**src/rtl/fractal_pkg.sv**
```systemverilog
// Shared types and default frame dimensions for the fractal result readout path.
package fractal_pkg;

  localparam int unsigned DefNumSolvers = 7;
  localparam int unsigned DefNumColumns = 99;
  localparam int unsigned DefNumRows    = 66;
  localparam int unsigned DefIdW        = 6;
  localparam int unsigned DefAddrW      = 19;
  localparam int unsigned DefDataW      = 10;
  localparam int unsigned DefRdLat      = 2;
  localparam int unsigned DefFifoDepth  = 4;

  localparam int unsigned ColW = 11;
  localparam int unsigned RowW = 10;

  typedef struct packed {
    logic [ColW-1:0] col;
    logic [RowW-1:0] row;
    logic            sof;
    logic            eol;
    logic            eof;
  } pix_tag_t;

  localparam int unsigned TagW = $bits(pix_tag_t);

  typedef enum logic [1:0] {
    StIdle,
    StScan,
    StDrain
  } rd_state_e;

endpackage

```
**src/rtl/sync_fwft_fifo.sv**
```systemverilog
// Synchronous first-word-fall-through FIFO; the head entry is visible whenever not empty.
module sync_fwft_fifo #(
  parameter int unsigned WIDTH = 8,
  parameter int unsigned DEPTH = 4,
  localparam int unsigned PtrW = (DEPTH > 1) ? $clog2(DEPTH) : 1,
  localparam int unsigned CntW = $clog2(DEPTH + 1)
) (
  input  logic             clock,
  input  logic             reset,
  input  logic             push,
  input  logic [WIDTH-1:0] push_data,
  input  logic             pop,
  output logic [WIDTH-1:0] pop_data,
  output logic             empty,
  output logic [CntW-1:0]  count
);

  logic [WIDTH-1:0] mem [DEPTH];
  logic [PtrW-1:0]  wr_ptr_q, rd_ptr_q;
  logic [CntW-1:0]  count_q;
  logic             do_push, do_pop, full;

  function automatic logic [PtrW-1:0] ptr_inc(input logic [PtrW-1:0] p);
    return (p == PtrW'(DEPTH - 1)) ? '0 : p + 1'b1;
  endfunction

  assign empty    = (count_q == '0);
  assign full     = (count_q == CntW'(DEPTH));
  assign do_pop   = pop && !empty;
  // A full FIFO still accepts a push when the head leaves in the same cycle.
  assign do_push  = push && (!full || do_pop);
  assign pop_data = mem[rd_ptr_q];
  assign count    = count_q;

  always_ff @(posedge clock or negedge reset) begin
    if (!reset) begin
      wr_ptr_q <= '0;
      rd_ptr_q <= '0;
      count_q  <= '0;
      for (int i = 0; i < int'(DEPTH); i++) mem[i] <= '0;
    end else begin
      if (do_push) begin
        mem[wr_ptr_q] <= push_data;
        wr_ptr_q      <= ptr_inc(wr_ptr_q);
      end
      if (do_pop) rd_ptr_q <= ptr_inc(rd_ptr_q);
      count_q <= count_q + CntW'(do_push) - CntW'(do_pop);
    end
  end

endmodule

```
**src/rtl/pixel_stream_reader.sv**
```systemverilog
// Raster-order readout of the solver result memories into a framed valid/ready pixel stream.
// Reads are credit-limited against FIFO occupancy plus in-flight reads, so the FIFO never overflows.
module pixel_stream_reader
  import fractal_pkg::*;
#(
  parameter int unsigned NUM_SOLVERS = DefNumSolvers,
  parameter int unsigned NUM_COLUMNS = DefNumColumns,
  parameter int unsigned NUM_ROWS    = DefNumRows,
  parameter int unsigned ID_W        = DefIdW,
  parameter int unsigned ADDR_W      = DefAddrW,
  parameter int unsigned DATA_W      = DefDataW,
  parameter int unsigned RD_LAT      = DefRdLat,
  parameter int unsigned FIFO_DEPTH  = DefFifoDepth
) (
  input  logic              clock,
  input  logic              reset,
  input  logic              start,
  input  logic              en,
  output logic              rd_en,
  output logic [ID_W-1:0]   rd_solver_id,
  output logic [ADDR_W-1:0] rd_addr,
  input  logic [DATA_W-1:0] rd_data,
  output logic              out_valid,
  input  logic              out_ready,
  output logic [DATA_W-1:0] out_data,
  output logic [ColW-1:0]   out_col,
  output logic [RowW-1:0]   out_row,
  output logic              out_sof,
  output logic              out_eol,
  output logic              out_eof,
  output logic              busy,
  output logic              done
);

  localparam int unsigned CntW   = $clog2(FIFO_DEPTH + 1);
  localparam int unsigned InflW  = $clog2(RD_LAT + 1);
  localparam int unsigned EntryW = TagW + DATA_W;

  rd_state_e         state_q, state_d;
  logic              done_q, done_d;
  logic [ColW-1:0]   col_q;
  logic [RowW-1:0]   row_q;
  logic [ID_W-1:0]   sid_q;
  logic [ADDR_W-1:0] addr_q;
  logic              last_col, last_row, last_sid, last_pix;
  pix_tag_t          cur_tag;
  logic [RD_LAT-1:0] vld_q;
  pix_tag_t          tag_q [RD_LAT];
  logic [InflW-1:0]  inflight;
  logic [CntW-1:0]   fifo_count;
  logic              fifo_empty, pop, credit_ok;
  logic [EntryW-1:0] push_data, head;
  pix_tag_t          head_tag;

  assign last_col = (col_q == ColW'(NUM_COLUMNS - 1));
  assign last_row = (row_q == RowW'(NUM_ROWS - 1));
  assign last_sid = (sid_q == ID_W'(NUM_SOLVERS - 1));
  assign last_pix = last_col && last_row;

  assign cur_tag = '{col: col_q, row: row_q, sof: (col_q == '0) && (row_q == '0),
                     eol: last_col, eof: last_pix};

  assign rd_solver_id = sid_q;
  assign rd_addr      = addr_q;
  assign busy         = (state_q != StIdle);
  assign done         = done_q;

  always_comb begin
    inflight = '0;
    for (int i = 0; i < int'(RD_LAT); i++) inflight = inflight + InflW'(vld_q[i]);
  end

  assign credit_ok = (32'(fifo_count) + 32'(inflight)) < FIFO_DEPTH;

  always_comb begin
    state_d = state_q;
    done_d  = 1'b0;
    rd_en   = 1'b0;
    unique case (state_q)
      StIdle: if (start) state_d = StScan;
      StScan: begin
        rd_en = en && credit_ok;
        if (rd_en && last_pix) state_d = StDrain;
      end
      StDrain: begin
        // Leave on the cycle the final entry is popped so done lands right after it.
        if (inflight == '0 && (fifo_count == '0 || (fifo_count == CntW'(1) && pop))) begin
          state_d = StIdle;
          done_d  = 1'b1;
        end
      end
      default: state_d = StIdle;
    endcase
  end

  always_ff @(posedge clock or negedge reset) begin
    if (!reset) begin
      state_q <= StIdle;
      done_q  <= 1'b0;
    end else begin
      state_q <= state_d;
      done_q  <= done_d;
    end
  end

  // Pixel index split into (col,row) and (solver,addr) by paired wrapping counters.
  always_ff @(posedge clock or negedge reset) begin
    if (!reset) begin
      col_q  <= '0;
      row_q  <= '0;
      sid_q  <= '0;
      addr_q <= '0;
    end else if (rd_en) begin
      if (last_pix) begin
        col_q  <= '0;
        row_q  <= '0;
        sid_q  <= '0;
        addr_q <= '0;
      end else begin
        col_q <= last_col ? '0 : col_q + 1'b1;
        if (last_col) row_q <= row_q + 1'b1;
        sid_q <= last_sid ? '0 : sid_q + 1'b1;
        if (last_sid) addr_q <= addr_q + 1'b1;
      end
    end
  end

  always_ff @(posedge clock or negedge reset) begin
    if (!reset) begin
      vld_q <= '0;
      for (int i = 0; i < int'(RD_LAT); i++) tag_q[i] <= '0;
    end else begin
      vld_q[0] <= rd_en;
      tag_q[0] <= cur_tag;
      for (int i = 1; i < int'(RD_LAT); i++) begin
        vld_q[i] <= vld_q[i-1];
        tag_q[i] <= tag_q[i-1];
      end
    end
  end

  assign push_data = {tag_q[RD_LAT-1], rd_data};
  assign out_valid = !fifo_empty;
  assign pop       = out_valid && out_ready;

  sync_fwft_fifo #(
    .WIDTH(EntryW),
    .DEPTH(FIFO_DEPTH)
  ) u_out_fifo (
    .clock    (clock),
    .reset    (reset),
    .push     (vld_q[RD_LAT-1]),
    .push_data(push_data),
    .pop      (pop),
    .pop_data (head),
    .empty    (fifo_empty),
    .count    (fifo_count)
  );

  assign head_tag = pix_tag_t'(head[EntryW-1:DATA_W]);
  assign out_data = out_valid ? head[DATA_W-1:0] : '0;
  assign out_col  = out_valid ? head_tag.col : '0;
  assign out_row  = out_valid ? head_tag.row : '0;
  assign out_sof  = out_valid && head_tag.sof;
  assign out_eol  = out_valid && head_tag.eol;
  assign out_eof  = out_valid && head_tag.eof;

endmodule

```
**config.mk**
```make
export PLATFORM = sky130hd
export DESIGN_NAME = pixel_stream_reader
export DESIGN_NICKNAME = d
export VERILOG_FILES = /design/src/rtl/fractal_pkg.sv /design/src/rtl/sync_fwft_fifo.sv /design/src/rtl/pixel_stream_reader.sv
export SDC_FILE = /design/constraint.sdc
export NUM_CORES = 1
export LEC_CHECK = 0
export BUFFER_PORTS_ARGS = -buffer_cell sky130_fd_sc_hd__clkbuf_2
export CAP_MARGIN = 30
export CORE_ASPECT_RATIO = 0.8
export CORE_MARGIN = 2
export CORE_UTILIZATION = 55
export DETAILED_ROUTE_END_ITERATION = 8
export PLACE_DENSITY = 0.71
export SLEW_MARGIN = 20
export SYNTH_ARGS = -nofsm -noshare
export SYNTH_HDL_FRONTEND = slang
export SYNTH_SLANG_ARGS = --single-unit
```
**constraint.sdc**
```tcl
create_clock -name clock -period 4.1 [get_ports clock]
set_input_delay 0.41 -clock clock [delete_from_list [all_inputs] [get_ports clock]]
set_output_delay 0.41 -clock clock [all_outputs]
set_load 0.03 [all_outputs]
```
; ---- After elaboration in Yosys (flattened, before gate mapping)
; Cells that the tools add are included.
[totals]
latch_bits = 0
ff_bits = 242
romBits = 0
elab_cells = 106
ramBits = 0
mem_count = 0
[classes]
add_sub_neg = 10
n_reduce_logical = 28
shifts = 0
n_mux = 26
n_bitwise = 2
order_cmp = 4
div = 0
n_eq_ne = 12
multipliers = 0
[ops]
columns = operator, n
row1 = $bwmux W136, 1
row2 = $mux W34, 3
row3 = $bmux W34 S2, 1
row4 = $demux W34 S2, 1
row5 = $mux W10, 4
row6 = $mux W19, 2
row7 = $mux W11, 3
row8 = $add A19 B1 Y19 const B, 1
row9 = $logic_and A1 B1 Y1, 13
row10 = $mux W6, 2
row11 = $add A11 B1 Y11 const B, 1
row12 = $eq A11 B7 Y1 const B, 1
row13 = $logic_not A11 Y1, 1
row14 = $add A10 B1 Y10 const B, 1
row15 = $eq A10 B7 Y1 const B, 1
row16 = $logic_not A10 Y1, 1
row17 = $mux W2, 5
row18 = $add A6 B1 Y6 const B, 1
row19 = $eq A2 B2 Y1 const B, 3
row20 = $eq A6 B3 Y1 const B, 1
row21 = $ge A3 B3 Y1 const B, 2
row22 = $ne A2 B2 Y1 const B, 3
row23 = $not A2 Y3, 2
row24 = $pmux W2 S3, 1
row25 = 18 further kinds, 27

; ---- Logic depth before layout (Yosys ltp)
[depth]
depth_word = 8
depth_mapped = 11

; ---- Hierarchy
; A second synthesis with hierarchy kept.
[hier_totals]
hier_cells = 745
area_unflattened_um2 = 10536.4
[by_module_without_submodules]
columns = mod, cells_each, area_per_inst_um2, n_inst, seq_area_each_um2
row1 = sync_fwft_fifo, 367, 6328.6, 1, 3578.4
row2 = pixel_stream_reader, 378, 4207.8, 1, 2477.4

; ---- Least setup slack after synthesis
; Ideal clock, no wire load.
[synth_timing]
kind = register to output
startpoint = register vld_q[0]
endpoint = output port rd_en
path_slack_ps = 1664
t_arrival_ps = 2026
stages_incl_launch_ff = 9
path_cell_list = dfrtp_1 > ha_1 > ha_1 > or3b_1 > or3_1 > buf_6 > clkinv_4 > buf_6 > buf_2
[synth_between]
elab_chain_cells = 5
[synth_rtl]
columns = element, line
row1 = from (decl), pixel_stream_reader.sv:47  ; logic [RD_LAT-1:0] vld_q;
row2 = from (signal assigned), pixel_stream_reader.sv:133  ; vld_q[0] <= rd_en;
row3 = "from (signal, indexed assignment)", pixel_stream_reader.sv:136  ; vld_q[i] <= vld_q[i-1];
row4 = $add A1 B1 Y2, pixel_stream_reader.sv:70  ; for (int i = 0; i < int'(RD_LAT); i++) inflight = inflight + InflW'(vld_q[i]);
row5 = $add A3 B2 Y4, pixel_stream_reader.sv:73  ; assign credit_ok = (32'(fifo_count) + 32'(inflight)) < FIFO_DEPTH;
row6 = $lt A4 B3 Y1, pixel_stream_reader.sv:73
row7 = $logic_and A1 B1 Y1, pixel_stream_reader.sv:82  ; rd_en = en && credit_ok;
row8 = $mux W1, pixel_stream_reader.sv:79  ; unique case (state_q)
row9 = to (decl), pixel_stream_reader.sv:19  ; output logic rd_en,
; Every way passes these cells.

; ---- Worst setup path after layout
; Same ends and word-level chain as after synthesis.

==> reports/qor.txt <==
========================================================================================
Number of search-and-repair iterations in the first detailed-routing pass .            4
Die extent in y ...........................................................     126.8 um
Mapped Avg Cell Area ......................................................  13.90 sq um
Global-route wire length before repair ....................................     34880 um
Number of cells on the worst reg-to-reg path ..............................            8
Number of standard cells in the layout, taps in and fillers out ...........         1093
Worst path required time ..................................................      3.69 ns
Violations in the final reports ........................................... negative hold slack
Power per cell area ....................................................... 685.8 nW/um^2
Via count normalized by instance count ....................................        5.793
Post CTS Setup Buffer Count ...............................................            0
RSZ-0062 raised after global routing ......................................           no
Number of H-tree levels ...................................................            1
Number of cell rows .......................................................           44
Routed length per placed instance .........................................     19.25 um
Most used DFF post-synth .................................................. sky130_fd_sc_hd__dfrtp_1
Leading post-synthesis cells by instance count ............................ sky130_fd_sc_hd__dfrtp_1, sky130_fd_sc_hd__mux2_2, sky130_fd_sc_hd__and2_1
Layout cell share with drive strength beyond 1 ............................       0.3690
Post-Syn Area .............................................................  10370 sq um
IO Port Bufs ..............................................................           77
Tot Pwr ...................................................................      8111 uW
Reg-to-Reg Start .......................................................... vld_q[0]$_DFF_PN0_
Sequential element share of the synthesized area ..........................       0.5840
Main area contributors after synthesis .................................... sky130_fd_sc_hd__dfrtp_1, sky130_fd_sc_hd__mux2_2, sky130_fd_sc_hd__mux4_2
Diode insertion count for antenna repair ..................................            0
Final worst path period need ..............................................     3.035 ns
Highest clock frequency the design can meet ...............................    329.5 MHz
Detailed-routed wire length on met2 .......................................     10210 um
Clock tree from TritonCTS .................................................          yes
Met3 wire length ..........................................................       849 um
Number of storage elements in the synthesis netlist .......................          242
Worst Setup Start Kind ....................................................    flip-flop
Final-stage net count .....................................................          859
Iter 0 DRT Violations .....................................................          366
Hold-fix buffers, CTS .....................................................            0
Number of global-route vias before repair .................................         6744
Routed Wire Length ........................................................     21040 um
Leakage dissipation .......................................................  0.005571 uW
Worst Hold Class ..........................................................  in -> async
Maximum number of buffers from clock root to sink .........................            3
DIE WIDTH .................................................................     157.5 um
Post-synthesis to final-layout area growth ................................       14.06%
Global-route total usage across every layer ...............................       0.2197
Sort of element at the end of the critical path ...........................   output pin
Number of enable-type register cells in the synthesized netlist ...........            0
Routed vias ...............................................................         6332
Number of max-cap violations ..............................................            0
Final number of hold-violating endpoints ..................................           12
Starting density of the core ..............................................       0.5657
Fin Hold WS ...............................................................  -0.04080 ns
Placed insts ..............................................................         1050
IO Count ..................................................................           78
Placeable core region .....................................................  18330 sq um
Number of antenna violations at the first check in global routing .........            0
Cell type with the largest total area after synthesis ..................... sky130_fd_sc_hd__dfrtp_1
Worst ir drop on vdd ......................................................    0.3206 mV
Pin count of the biggest net entering global routing ......................          125
Arrival time reported for the critical path endpoint ......................      2.62 ns
Ys async rst share ........................................................        1.000
Top sig layer .............................................................         met4
Critical Path Fanout Max ..................................................           26
Post-synthesis net count ..................................................          781
Headroom to the max-slew limit ............................................       0.3626
Clock slew at reported path FFs ...........................................      0.06 ns
RePlAce Congestion ........................................................       0.7840
Routed metal-1 wire length ................................................      9586 um
Number of failing setup endpoints in the final timing report ..............            0
Most common cell in the netlist ........................................... sky130_fd_sc_hd__dfrtp_1
Transition time of the tightest slew-check pin ............................    0.9561 ns
YS warnings ...............................................................            0
DRC errors left ...........................................................            0
Max-slew violation count ..................................................            0
Setup CP Type .............................................................   reg -> out
Final worst clock skew ....................................................   0.01738 ns
Clock net sink count ......................................................          242
Share of the synthesized area in the top cell type ........................       0.5840
Remaining global-route overflow ...........................................            0
Reg-to-reg endpoint ....................................................... row_q[5]$_DFFE_PN0P_
Summed negative setup slack over all endpoints ............................         0 ns
Setup slack on the worst flop-to-flop path ................................      1.32 ns
Antenna-violating nets left ...............................................            0
Clk Tree Root Cell ........................................................ sky130_fd_sc_hd__clkbuf_16
Latest clock arrival within the worst-skew pair ...........................      0.52 ns
Cts bufs inserted .........................................................           24
Die footprint .............................................................  19980 sq um
Number of gates resized after CTS .........................................            0
Distinct cell type count of the synthesized netlist .......................           47
Outcome ................................................................... finished with violations
DPL Wire Length ...........................................................     12970 um
Instance count of the mapped netlist ......................................          746
Fraction of the cycle the final worst path needs ..........................       0.7402
========================================================================================
-- power breakdown --
part	switching (uW)	total, uW	internal (uW)
sequential	368	3320	2950
combinational	1430	2620	1190
clock	882	2180	1300
-- area by class of cell --
type / count / area [sq um]
Fill cell: 1310 / 6505
Sequential cell: 242 / 6057
Multi-Input combinational cell: 447 / 4075
Clock buffer: 35 / 733.2
Timing Repair Buffer: 88 / 498.0
Tap cell: 253 / 316.6
Inverter: 21 / 83.83
Clock inverter: 7 / 63.81
-- placed cells by master (no fill, tap or decap), types with 3 or more instances in the layout --
master / n
sky130_fd_sc_hd__dfrtp_1: 241
sky130_fd_sc_hd__clkbuf_16: 25
sky130_fd_sc_hd__or4_1: 9
sky130_fd_sc_hd__clkinv_2: 5
sky130_fd_sc_hd__o31ai_1: 10
sky130_fd_sc_hd__inv_1: 19
sky130_fd_sc_hd__buf_4: 8
sky130_fd_sc_hd__nor2_1: 15
sky130_fd_sc_hd__and2_1: 37
sky130_fd_sc_hd__clkbuf_8: 7
sky130_fd_sc_hd__clkbuf_1: 3
sky130_fd_sc_hd__nor3_1: 10
sky130_fd_sc_hd__clkbuf_2: 76
sky130_fd_sc_hd__mux4_2: 34
sky130_fd_sc_hd__or3_1: 10
sky130_fd_sc_hd__mux2_2: 137
sky130_fd_sc_hd__nand4_1: 16
sky130_fd_sc_hd__ha_1: 19
sky130_fd_sc_hd__and3_1: 9
sky130_fd_sc_hd__nand3_1: 21
sky130_fd_sc_hd__a21oi_1: 18
sky130_fd_sc_hd__nand2b_1: 3
sky130_fd_sc_hd__xor2_1: 6
sky130_fd_sc_hd__o21ai_0: 26
sky130_fd_sc_hd__xnor2_1: 11
sky130_fd_sc_hd__nand2_1: 29
-- kinds of logic (layout without fill, tap and decap cells) --
| family | after synthesis | count (layout) | share of synthesized area |
|---|---|---|---|
| xor gates and xnor gates | 17 | 17 | 0.01436 |
| adders and majority gates | 20 | 20 | 0.02486 |
| DFF | 242 | 242 | 0.5840 |
| and+or+nand+nor | 174 | 174 | 0.09387 |
| muxes | 171 | 171 | 0.2226 |
| AOI/OAI and AO/OA | 65 | 65 | 0.03692 |
| buffers and inverters | 57 | 151 | 0.02341 |
-- state kept, by name (all words and copies together), names as in the netlist --
signal,count
state_q,2
u_out_fifo.rd_ptr_q,2
tag_q,24
push_data,24
u_out_fifo.wr_ptr_q,2
col_q,11
done,1
u_out_fifo.count,3
rd_solver_id,6
rd_addr,19
vld_q,2
u_out_fifo.mem,136
row_q,10
-- how the worst max path moves through the flow --
stage	startpoint	endpoint	slack, ns
2_1_floorplan	vld_q[0]$_DFF_PN0_	rd_en	1.66
3_3_place_gp	vld_q[0]$_DFF_PN0_	rd_addr[15]$_DFFE_PN0P_	1.11
3_5_place_dp	vld_q[0]$_DFF_PN0_	rd_addr[16]$_DFFE_PN0P_	1.02
4_1_cts	vld_q[0]$_DFF_PN0_	rd_en	0.66
5_1_grt	vld_q[0]$_DFF_PN0_	rd_en	0.95
6_report	vld_q[0]$_DFF_PN0_	rd_en	1.07
-- worst max-delay path, stage by stage, from the launching register on --
cell and delay [ns]:
sky130_fd_sc_hd__dfrtp_1 0.40, sky130_fd_sc_hd__ha_1 0.21, sky130_fd_sc_hd__ha_1 0.17, sky130_fd_sc_hd__or3b_1 0.39
sky130_fd_sc_hd__or3_1 0.49, sky130_fd_sc_hd__clkinv_4 0.22, sky130_fd_sc_hd__clkbuf_2 0.24
-- per-layer routing --
metal / up-vias / global-route usage
li1: 2861 / -
met1: 3281 / 0.3117
met2: 151 / 0.3624
met3: 39 / 0.03348
met4: 0 / 0.05187
met5: - / 0
-- per-stage QoR --
step	cell area (sq um)	hold WS, ns	setup WS, ns	util
2_1_floorplan	10370	0.1144	1.664	-
3_3_place_gp	11010	0.3346	1.115	0.6005
3_5_place_dp	11020	0.3347	1.019	0.6011
4_1_cts	11820	0.05245	0.6636	0.6446
5_1_grt	11830	0.04876	0.9516	0.6452
6_report	11830	-0.04080	1.065	0.6452
No activity file was read; power rests on OpenSTA's default activity.
